[src/rtl/dbg_pkg.sv]
// Shared constants, types and the nibble-to-ASCII helper for the debug UART dump.
// Latency: n/a (combinational helpers and type definitions only).
// Backpressure: n/a.
package dbg_pkg;

  // Printable characters used to build the dump line
  localparam logic [7:0] ASCII_P  = 8'h50;
  localparam logic [7:0] ASCII_I  = 8'h49;
  localparam logic [7:0] ASCII_A  = 8'h41;
  localparam logic [7:0] ASCII_S  = 8'h53;
  localparam logic [7:0] ASCII_EQ = 8'h3D;
  localparam logic [7:0] ASCII_SP = 8'h20;
  localparam logic [7:0] ASCII_CR = 8'h0D;
  localparam logic [7:0] ASCII_LF = 8'h0A;

  // "P=xxxxxxxx I=xxxxxxxx A=xxxxxxxx S=xxxxxxxx\r\n"
  localparam int         FRAME_LEN = 45;
  localparam logic [5:0] LAST_IDX  = 6'(FRAME_LEN - 1);
  localparam logic [5:0] CR_IDX    = 6'(FRAME_LEN - 2);

  // Each "T=xxxxxxxx " field spans 11 characters
  localparam logic [5:0] FIELD_I_BASE = 6'd11;
  localparam logic [5:0] FIELD_A_BASE = 6'd22;
  localparam logic [5:0] FIELD_S_BASE = 6'd33;

  // Debug words captured together on an accepted trigger
  typedef struct packed {
    logic [31:0] pc;
    logic [31:0] ir;
    logic [31:0] alu;
    logic [31:0] st;
  } snap_t;

  typedef enum logic [1:0] {
    F_IDLE,
    F_LOAD,
    F_SEND,
    F_FINISH
  } frame_state_e;

  typedef enum logic [1:0] {
    B_IDLE,
    B_START,
    B_DATA,
    B_STOP
  } byte_state_e;

  // Uppercase hex digit for one nibble
  function automatic logic [7:0] hex_ascii(input logic [3:0] nib);
    if (nib < 4'd10) begin
      return 8'h30 + {4'h0, nib};
    end
    return 8'h37 + {4'h0, nib};
  endfunction

endpackage

[src/rtl/uart_tx_byte.sv]
// UART 8N1 byte transmitter: start bit, 8 data bits LSB first, one stop bit.
// Latency: line drops 1 cycle after tx_start; tx_done on the last stop-bit cycle (10*CLKS_PER_BIT cycles).
// Backpressure: tx_start is only honoured while idle; callers watch tx_busy/tx_done.
module uart_tx_byte
  import dbg_pkg::*;
#(
  parameter int unsigned CLKS_PER_BIT = 868
) (
  input  logic       clk,
  input  logic       rst_n,
  input  logic       tx_start,
  input  logic [7:0] tx_data,
  output logic       tx,
  output logic       tx_busy,
  output logic       tx_done
);

  localparam int unsigned      CNT_W    = $clog2(CLKS_PER_BIT);
  localparam logic [CNT_W-1:0] CNT_LAST = CNT_W'(CLKS_PER_BIT - 1);

  byte_state_e      state_q, state_d;
  logic [CNT_W-1:0] cnt_q, cnt_d;
  logic [2:0]       bit_q, bit_d;
  logic [7:0]       shreg_q, shreg_d;
  logic             tx_q, tx_d;

  logic bit_end;

  assign bit_end = (cnt_q == CNT_LAST);
  assign tx      = tx_q;
  assign tx_busy = (state_q != B_IDLE);
  assign tx_done = (state_q == B_STOP) && bit_end;

  // Next-state: bit timing, data shifting and the registered line level
  always_comb begin
    state_d = state_q;
    cnt_d   = cnt_q;
    bit_d   = bit_q;
    shreg_d = shreg_q;
    tx_d    = tx_q;
    case (state_q)
      B_IDLE: begin
        cnt_d = '0;
        tx_d  = 1'b1;
        if (tx_start) begin
          state_d = B_START;
          shreg_d = tx_data;
          tx_d    = 1'b0;
        end
      end
      B_START: begin
        if (bit_end) begin
          state_d = B_DATA;
          cnt_d   = '0;
          bit_d   = 3'd0;
          tx_d    = shreg_q[0];
        end else begin
          cnt_d = cnt_q + 1'b1;
        end
      end
      B_DATA: begin
        if (bit_end) begin
          cnt_d = '0;
          if (bit_q == 3'd7) begin
            state_d = B_STOP;
            tx_d    = 1'b1;
          end else begin
            bit_d   = bit_q + 3'd1;
            shreg_d = {1'b0, shreg_q[7:1]};
            tx_d    = shreg_q[1];
          end
        end else begin
          cnt_d = cnt_q + 1'b1;
        end
      end
      B_STOP: begin
        tx_d = 1'b1;
        if (bit_end) begin
          state_d = B_IDLE;
          cnt_d   = '0;
        end else begin
          cnt_d = cnt_q + 1'b1;
        end
      end
      default: begin
        state_d = B_IDLE;
        cnt_d   = '0;
        tx_d    = 1'b1;
      end
    endcase
  end

  // State and datapath registers; reset parks the line high
  always_ff @(posedge clk or negedge rst_n) begin
    if (!rst_n) begin
      state_q <= B_IDLE;
      cnt_q   <= '0;
      bit_q   <= '0;
      shreg_q <= '0;
      tx_q    <= 1'b1;
    end else begin
      state_q <= state_d;
      cnt_q   <= cnt_d;
      bit_q   <= bit_d;
      shreg_q <= shreg_d;
      tx_q    <= tx_d;
    end
  end

endmodule

[src/rtl/dbg_uart_dump.sv]
// Snapshots PC/IR/ALUOut/status on trigger and streams them as one 45-byte ASCII hex line over UART 8N1.
// Latency: start bit 1 cycle after the accepting edge; frame 45*(10*CLKS_PER_BIT+1) cycles, done 1 cycle later.
// Backpressure: none upstream; a trigger while busy is dropped, one in the done cycle starts a new frame.
module dbg_uart_dump
  import dbg_pkg::*;
#(
  parameter int unsigned CLK_HZ       = 100_000_000,
  parameter int unsigned BAUD         = 115_200,
  parameter int unsigned CLKS_PER_BIT = CLK_HZ / BAUD
) (
  input  logic        clk,
  input  logic        rst_n,
  input  logic        trigger,
  input  logic [31:0] pc_dbg,
  input  logic [31:0] ir_dbg,
  input  logic [31:0] aluout_dbg,
  input  logic [31:0] status_dbg,
  output logic        uart_tx,
  output logic        busy,
  output logic        done
);

  frame_state_e state_q, state_d;
  logic [5:0]   idx_q, idx_d;
  snap_t        snap_q, snap_d;

  logic        tx_start;
  logic [7:0]  tx_data;
  logic        tx_busy;
  logic        tx_done;

  logic [31:0] word;
  logic [7:0]  tag;
  logic [5:0]  pos;
  logic [3:0]  nib;

  // Field decode: which word and tag the current character belongs to, and its offset in the field
  always_comb begin
    word = snap_q.pc;
    tag  = ASCII_P;
    pos  = idx_q;
    if (idx_q >= FIELD_S_BASE) begin
      word = snap_q.st;
      tag  = ASCII_S;
      pos  = idx_q - FIELD_S_BASE;
    end else if (idx_q >= FIELD_A_BASE) begin
      word = snap_q.alu;
      tag  = ASCII_A;
      pos  = idx_q - FIELD_A_BASE;
    end else if (idx_q >= FIELD_I_BASE) begin
      word = snap_q.ir;
      tag  = ASCII_I;
      pos  = idx_q - FIELD_I_BASE;
    end
  end

  // Nibble select within a field, most significant nibble first
  always_comb begin
    nib = 4'h0;
    case (pos)
      6'd2:    nib = word[31:28];
      6'd3:    nib = word[27:24];
      6'd4:    nib = word[23:20];
      6'd5:    nib = word[19:16];
      6'd6:    nib = word[15:12];
      6'd7:    nib = word[11:8];
      6'd8:    nib = word[7:4];
      6'd9:    nib = word[3:0];
      default: nib = 4'h0;
    endcase
  end

  // Byte-select mux: tag, '=', eight hex digits, then separator or line ending
  always_comb begin
    tx_data = ASCII_SP;
    case (pos)
      6'd0:                               tx_data = tag;
      6'd1:                               tx_data = ASCII_EQ;
      6'd2, 6'd3, 6'd4, 6'd5,
      6'd6, 6'd7, 6'd8, 6'd9:             tx_data = hex_ascii(nib);
      6'd10:   tx_data = (idx_q == CR_IDX) ? ASCII_CR : ASCII_SP;
      6'd11:                              tx_data = ASCII_LF;
      default:                            tx_data = ASCII_SP;
    endcase
  end

  // Frame FSM: accept/snapshot, hand each character to the byte sender, signal completion
  always_comb begin
    state_d  = state_q;
    idx_d    = idx_q;
    snap_d   = snap_q;
    tx_start = 1'b0;
    busy     = 1'b0;
    done     = 1'b0;
    case (state_q)
      F_IDLE, F_FINISH: begin
        done    = (state_q == F_FINISH);
        state_d = F_IDLE;
        if (trigger) begin
          snap_d  = '{pc: pc_dbg, ir: ir_dbg, alu: aluout_dbg, st: status_dbg};
          idx_d   = '0;
          state_d = F_LOAD;
        end
      end
      F_LOAD: begin
        busy = 1'b1;
        if (!tx_busy) begin
          tx_start = 1'b1;
          state_d  = F_SEND;
        end
      end
      F_SEND: begin
        busy = 1'b1;
        if (tx_done) begin
          if (idx_q == LAST_IDX) begin
            state_d = F_FINISH;
          end else begin
            idx_d   = idx_q + 6'd1;
            state_d = F_LOAD;
          end
        end
      end
      default: begin
        state_d = F_IDLE;
      end
    endcase
  end

  // Frame state, character index and snapshot registers
  always_ff @(posedge clk or negedge rst_n) begin
    if (!rst_n) begin
      state_q <= F_IDLE;
      idx_q   <= '0;
      snap_q  <= '0;
    end else begin
      state_q <= state_d;
      idx_q   <= idx_d;
      snap_q  <= snap_d;
    end
  end

  uart_tx_byte #(
    .CLKS_PER_BIT(CLKS_PER_BIT)
  ) u_tx (
    .clk     (clk),
    .rst_n   (rst_n),
    .tx_start(tx_start),
    .tx_data (tx_data),
    .tx      (uart_tx),
    .tx_busy (tx_busy),
    .tx_done (tx_done)
  );

endmodule
[config.mk]
export PLATFORM = sky130hd
export DESIGN_NAME = dbg_uart_dump
export DESIGN_NICKNAME = d
export VERILOG_FILES = /design/src/rtl/dbg_pkg.sv /design/src/rtl/uart_tx_byte.sv /design/src/rtl/dbg_uart_dump.sv
export SDC_FILE = /design/constraint.sdc
export NUM_CORES = 1
export LEC_CHECK = 0
export CAP_MARGIN = 5
export CORE_ASPECT_RATIO = 1.25
export CORE_MARGIN = 2
export CORE_UTILIZATION = 49
export DETAILED_ROUTE_END_ITERATION = 7
export PLACE_DENSITY = 0.77
export SYNTH_ARGS = -nofsm -noshare
export SYNTH_HDL_FRONTEND = slang
export SYNTH_HIERARCHICAL = 1
export SYNTH_SLANG_ARGS = --single-unit
[constraint.sdc]
create_clock -name clk -period 9.8 [get_ports clk]
set_input_delay 0.98 -clock clk [delete_from_list [all_inputs] [get_ports clk]]
set_output_delay 0.98 -clock clk [all_outputs]
set_load 0.05 [all_outputs]
==> results of run 1 <==
## metrics by stage
stage	utilization, %	worst slack [ns]	hold slack, ns	cell area (µm²)
2_1_floorplan	-	6.05	0.454	8970
3_3_place_gp	57.3	5.04	0.476	10300
3_5_place_dp	57.3	4.87	0.481	10300
4_1_cts	60.7	4.81	0.489	10900
5_1_grt	60.7	4.46	0.499	10900
6_report	60.7	4.73	0.486	10900
## worst max-delay path, cell delays in order, from the launching register on
cell and delay, ns:
dfrtp_1 0.76, inv_1 0.31, ha_1 0.33, or3_1 0.42
o21ai_2 0.70, mux2i_1 0.20, o21ai_2 0.45, a311oi_1 0.13
o311ai_2 0.30, o311ai_2 0.21, o21ai_2 0.23, mux2_1 0.36
mux2_2 0.27, mux2_2 0.27
## worst max path at each step
stage               cells after the start              end
floorplan                              16  u_tx/shreg_q[0]
global placement                       13  u_tx/shreg_q[0]
detailed placement                     13  u_tx/shreg_q[0]
CTS                                    13  u_tx/shreg_q[0]
global route                           13  u_tx/shreg_q[0]
finish                                 13  u_tx/shreg_q[0]
## flip-flops by register name, summed over array words and instances (netlist names)
register / cells
u_tx/cnt_q: 10
u_tx/tx: 1
idx_q: 6
state_q: 2
snap_q: 128
u_tx/shreg_q: 8
u_tx/bit_q: 3
u_tx/state_q: 2
## synthesized netlist by cell type, types with 7 or more instances
library cell,number
dfrtp_1,159
mux2_2,148
nand2_1,52
nor2_1,47
o21ai_0,37
a21oi_1,25
ha_1,20
and3_1,17
clkbuf_1,17
inv_1,17
nand3_1,16
buf_2,15
a211oi_1,13
nor3_1,10
a2bb2oi_1,9
a311oi_1,9
buf_4,9
o22ai_1,9
mux2i_1,8
a31oi_1,7
buf_6,7
nand2b_1,7
xnor2_1,7
## where the power goes
group	switching, µW	internal, µW
clock network	315	368
registers	0.126	660
logic	22.1	45.9
## per-layer routing
metal  global-route usage, %  vias to the layer above  wire length (µm)
met1                    30.1                     3418              9570
met5                       0                        -                 0
li1                        -                     3182                 -
met4                    9.63                        0               721
met3                    4.88                       54              1160
met2                    42.1                      238             11700
## area by class of cell
cell class                 instances  area (µm²)  share of cell area (%)
clock buffer                      17         425                    3.89
clock inverter                    15         185                    1.69
inverter                          17        63.8                   0.583
multi-input combinational        575        4600                    42.0
sequential                       160        4010                    36.6
tap                              228         285                    2.61
timing repair buffer             139        1380                    12.6
## logic make-up after synthesis
family          share of synthesized area [%]
compound gates                           15.7
simple gates                             11.8
mux                                      19.8
fa+ha+maj                                2.79
flops                                    44.7
other cells                            0.0418
xor+xnor                                 1.07
buf+inv                                  4.14
==> key figures, run 1 <==
STA
  • Endpoints failing setup: 0
  • Min Tclk post-route: 5.07 ns
  • Pins over their slew limit: 0
  • Fmax: 197 MHz
  • Worst Skew: 0.00997 ns
  • Worst slew pin tran: 1.11 ns
  • Relative slew slack: 25.8%
  • Total Neg Setup Slack: 0 ns
  • Hold Violations, Final: 0
  • RSZ-0062 raised after global routing: no
  • Period utilization: between 50% and 60%

Clock tree
  • H-tree depth: 4
  • Clock Sinks: 160
  • CTS tree: built
  • Post-CTS Setup Bufs: 0
  • Post-CTS resize count: 0
  • CTS Hold Bufs: 0
  • Root buf cell: clkbuf_16
  • CTS Buf Count: 17
  • Clk buf depth: 2
  • Worst-Skew Late Latency: about 0.44 ns
  • Clock-pin slew on the worst setup and hold paths: 0.07 ns

Placed design
  • Detail Placement HPWL: around 16 mm
  • Gpl congestion: 0.945
  • # port buffers: between 100 and 150
  • Dpl cells: 1119

Pwr
  • Power Density: 129 nW/µm²
  • Worst VDD drop: 0.125 mV
  • Design Power: ~1400 µW
  • Lkg Pwr: 0.00514 µW

Final layout
  • Antenna Cells: 0
  • Most frequent cells in the layout: dfrtp_1 (159), mux2_2 (148), clkdlybuf4s50_1 (132), nand2_1 (51), nor2_1 (47)
  • Most common cell after layout, fill and taps aside: dfrtp_1
  • Final nets: roughly 1100
  • Share of cells above drive strength 1: 25.5%
  • Final std cells w/o fill: 1151
  • Fillers: 1454
  • Area delta synth->final: 22.0%

Worst setup path
  • FF-to-FF path depth: 13
  • Worst Setup End Kind: flip-flop
  • Critical Path AT: 5.38 ns
  • Critical Path Start Type: flip-flop
  • CP required: a little over 10 ns
  • Reg2reg end: u_tx/shreg_q[0]
  • Critical path launch point: idx_q[1]
  • Max FO, Critical Path: 20
  • Kind of critical path: flip-flop to flip-flop
  • RR Startpoint: idx_q[1]
  • Reg2reg setup slack: 4.73 ns

Route
  • Drt initial violations: 497
  • Number of detailed-route iterations in the first pass: 5
  • # DRC: 0
  • Vias after detailed routing: 6892
  • Vias/cell: 5.99
  • Post-route ant nets: 0
  • WL final: 23.1 mm
  • Routed WL per cell: 20.1 µm

Status
  • Status: completed

Synthesis
  • Cell taking the most area after synthesis: dfrtp_1
  • Mean Syn Cell Area: between 10 and 15 µm²
  • Register area share after synthesis: 44.7%
  • #FFs+latches synth: 160
  • Ys flop type: dfrtp_1
  • Synth unique cells: 90
  • Synth async-reset ratio: 100%
  • Synth top area share: 44.4%
  • Post-synth EDFFs: 0
  • Post-Synthesis Cells: 803
  • Syn Nets: 954
  • Largest cells by area after synthesis: dfrtp_1 (44%), mux2_2 (19%), ha_1 (2.8%), nand2_1 (2.2%), o21ai_0 (2.1%)
  • YS warnings: 6
  • Mapped Area: 8970 µm²

Global routing
  • Initial antenna violation count: 0
  • GRT Residual Overflow: 0
  • Pin count of the biggest net entering global routing: 91
  • GRT Total Usage: 24.3%
  • Vias in the first global route: just over 7000
  • Global-route wire length before repair: 37.4 mm

Worst hold path
  • Worst Hold Class: flip-flop to flip-flop
  • Hold path depth: 1
  • Hold Path End: u_tx/cnt_q[0]
  • Hold Startpoint: u_tx/cnt_q[0]

Floorplanning
  • Die footprint: 19400 µm²
  • Rows: 55
  • # IOs: 134
  • Initial core utilization: 49.7%
  • CORE AREA: 18000 µm²
  • Die X-Extent: 125 µm
  • DIE HEIGHT: 155 µm

Run
  • Max-capacitance violation count: 0
(Power assumes the default switching activity.)
==> inputs of run 2 (changes only) <==
clock period = 5 ns   (was 9.8 ns; I/O delays follow)
==> run 2 against run 1 <==
Effect of this change: wire length down 0.46%; design area up 1.1%; cell count up 1.0%; via count about the same; sequential power up 97%; critical path depth unchanged; sequential share of layout area down 0.39 points; critical path type unchanged; critical endpoint unchanged; largest power group unchanged.
==> key figures, run 2 (synthesis results as in run 1) <==
Status
  • Status: completed

Global routing
  • GRT Residual Overflow: 0
  • Vias in the first global route: 7061
  • Pin count of the biggest net entering global routing: 112
  • Initial antenna violation count: 0
  • GRT Total Usage: roughly 24%
  • Global-route wire length before repair: around 37 mm

Final layout
  • Final nets: 1074
  • Largest regs: snap_q: 128 flops, u_tx/cnt_q: 10 flops, u_tx/shreg_q: 8 flops
  • Fillers: 1445
  • Most frequent cells in the layout: dfrtp_1 (159), mux2_2 (148), clkdlybuf4s50_1 (132), nand2_1 (51), nor2_1 (47)
  • Biggest register: snap_q
  • Max reg flops: ~130
  • Most common cell after layout, fill and taps aside: dfrtp_1
  • Area delta synth->final: 23.3%
  • Antenna Cells: 0
  • Register area: 4010 µm²
  • Share of cells above drive strength 1: 26.4%
  • Area occupied by multi-input gates: 4600 µm²

Route
  • Post-route ant nets: 0
  • Drt initial violations: between 400 and 500
  • Vias after detailed routing: 6886
  • WL final: 23.0 mm
  • Vias/cell: about 6
  • # DRC: 0
  • Routed WL per cell: 19.8 µm
  • Number of detailed-route iterations in the first pass: 5

Clock tree
  • Post-CTS resize count: 0
  • CTS Hold Bufs: 0
  • Post-CTS Setup Bufs: 0
  • Clock Sinks: 160
  • Clk buf depth: 2
  • Clock-pin slew on the worst setup and hold paths: 0.06 ns
  • CTS Buf Count: 17
  • Worst-Skew Late Latency: 0.42 ns
  • Root buf cell: clkbuf_16
  • H-tree depth: 4
  • CTS tree: built

Run
  • Max-capacitance violation count: 0

Floorplanning
  • # IOs: 134
  • Die footprint: 19400 µm²
  • Rows: 55
  • Die X-Extent: 125 µm
  • DIE HEIGHT: between 150 and 200 µm
  • Initial core utilization: 49.7%
  • CORE AREA: 18000 µm²

STA
  • Hold slack: 0.175 ns
  • Total Neg Setup Slack: 0 ns
  • Worst Skew: 0.00882 ns
  • Hold Violations, Final: 0
  • Worst slew pin tran: around 1.0 ns
  • Period utilization: 84.0%
  • Endpoints failing setup: 0
  • Relative slew slack: 31.7%
  • Min Tclk post-route: 4.20 ns
  • RSZ-0062 raised after global routing: no
  • Fmax: 238 MHz
  • Pins over their slew limit: 0

Worst hold path
  • Worst Hold Class: input port to asynchronous set/reset pin

Worst setup path
  • Worst Setup End Kind: flip-flop
  • RR Startpoint: idx_q[0]
  • CP required: approximately 5.3 ns
  • CP cell instances: buf_4 > ha_1 > or3_1 > o21ai_2 > nor3_1 > nor3_1 > o22ai_1 > o21ai_0 > and3_1 > o211ai_1 > mux2_1 > mux2_2 > mux2_2
  • Kind of critical path: flip-flop to flip-flop
  • Critical Path Start Type: flip-flop
  • Critical path launch point: idx_q[0]
  • Max FO, Critical Path: 14
  • Slowest cell on crit path: nor3_1
  • Buf/Inv on CP: 1
  • CP peak stage delay: 0.57 ns
  • Critical Path AT: 4.50 ns
  • Worst path top cell family by delay: simple AND/OR/NAND/NOR gates

Pwr
  • Power Density: 252 nW/µm²
  • Lkg Pwr: 0.00520 µW
  • Worst VDD drop: 0.230 mV

Placed design
  • Detail Placement HPWL: 16.8 mm
  • Gpl congestion: 0.962
  • # port buffers: 133
==> run 2: changes by cell type in the layout (fill, tap and decap cells not counted), sizes merged <==
cell	delta
clkbuf	+1
inv	-4
buf	+13
bufinv	+2
clkinv	-2
clkinvlp	+2
==> run 2: path summary, 6_finish.rpt <==
check	end	slack, ns	depth (start not counted)
min in group clk	u_tx/cnt_q[0]	0.50	1
hold / removal	snap_q[14]	0.17	1
setup / recovery	u_tx/shreg_q[0]	0.80	13
hold reg to reg	u_tx/cnt_q[0]	0.50	1
max in group asynchronous	u_tx/shreg_q[4]	3.62	2
setup reg to reg	u_tx/shreg_q[0]	0.80	13
==> run 2: power breakdown <==
part | switching (µW) | internal, µW | total [µW] | leakage [µW]
clock | 544 | 810 | 1350 | 0.000299
combinational | 42.6 | 90.0 | 133 | 0.00271
sequential | 0.216 | 1290 | 1300 | 0.00219
total | 586 | 2190 | 2780 | 0.00520
==> run 2: final cells by class <==
| type | instances | area share, % |
|---|---|---|
| timing repair buffer | 152 | 13.5 |
| clock buffer | 18 | 3.97 |
| tap | 228 | 2.58 |
| multi-input combinational | 575 | 41.6 |
| clock inverter | 13 | 1.62 |
| sequential | 160 | 36.2 |
| inverter | 17 | 0.577 |
==> run 2: metrics by stage <==
stage / instances / power (µW) / util (%) / area, µm² / worst slack (ns)
CTS: 1163 / 2810 / 61.3 / 11100 / 0.833
global route: 1163 / 2880 / 61.3 / 11100 / 0.612
global placement: 1132 / 1450 / 57.9 / 10400 / 0.985
finish: 1163 / 2780 / 61.3 / 11100 / 0.800
detailed placement: 1132 / 1450 / 57.9 / 10400 / 0.913
floorplan: 803 / 1320 / - / 8970 / 1.25
==> run 2: routing by layer <==
metal | vias to the layer above | track usage (%) | wire length (µm) | part of all wire [%]
met5 | - | 0 | 0 | 0
met4 | 0 | 8.89 | 586 | 2.5
met3 | 39 | 4.09 | 1150 | 5.0
met2 | 232 | 41.6 | 11700 | 51
met1 | 3419 | 31.4 | 9540 | 41
li1 | 3196 | - | - | -
==> run 2: worst register-to-register path: stages (launching register included) <==
cell,delay (ns)
dfrtp_1,0.39
buf_4,0.20
ha_1,0.27
or3_1,0.42
o21ai_2,0.44
nor3_1,0.26
nor3_1,0.57
o22ai_1,0.12
o21ai_0,0.19
and3_1,0.27
o211ai_1,0.12
mux2_1,0.32
mux2_2,0.26
mux2_2,0.26
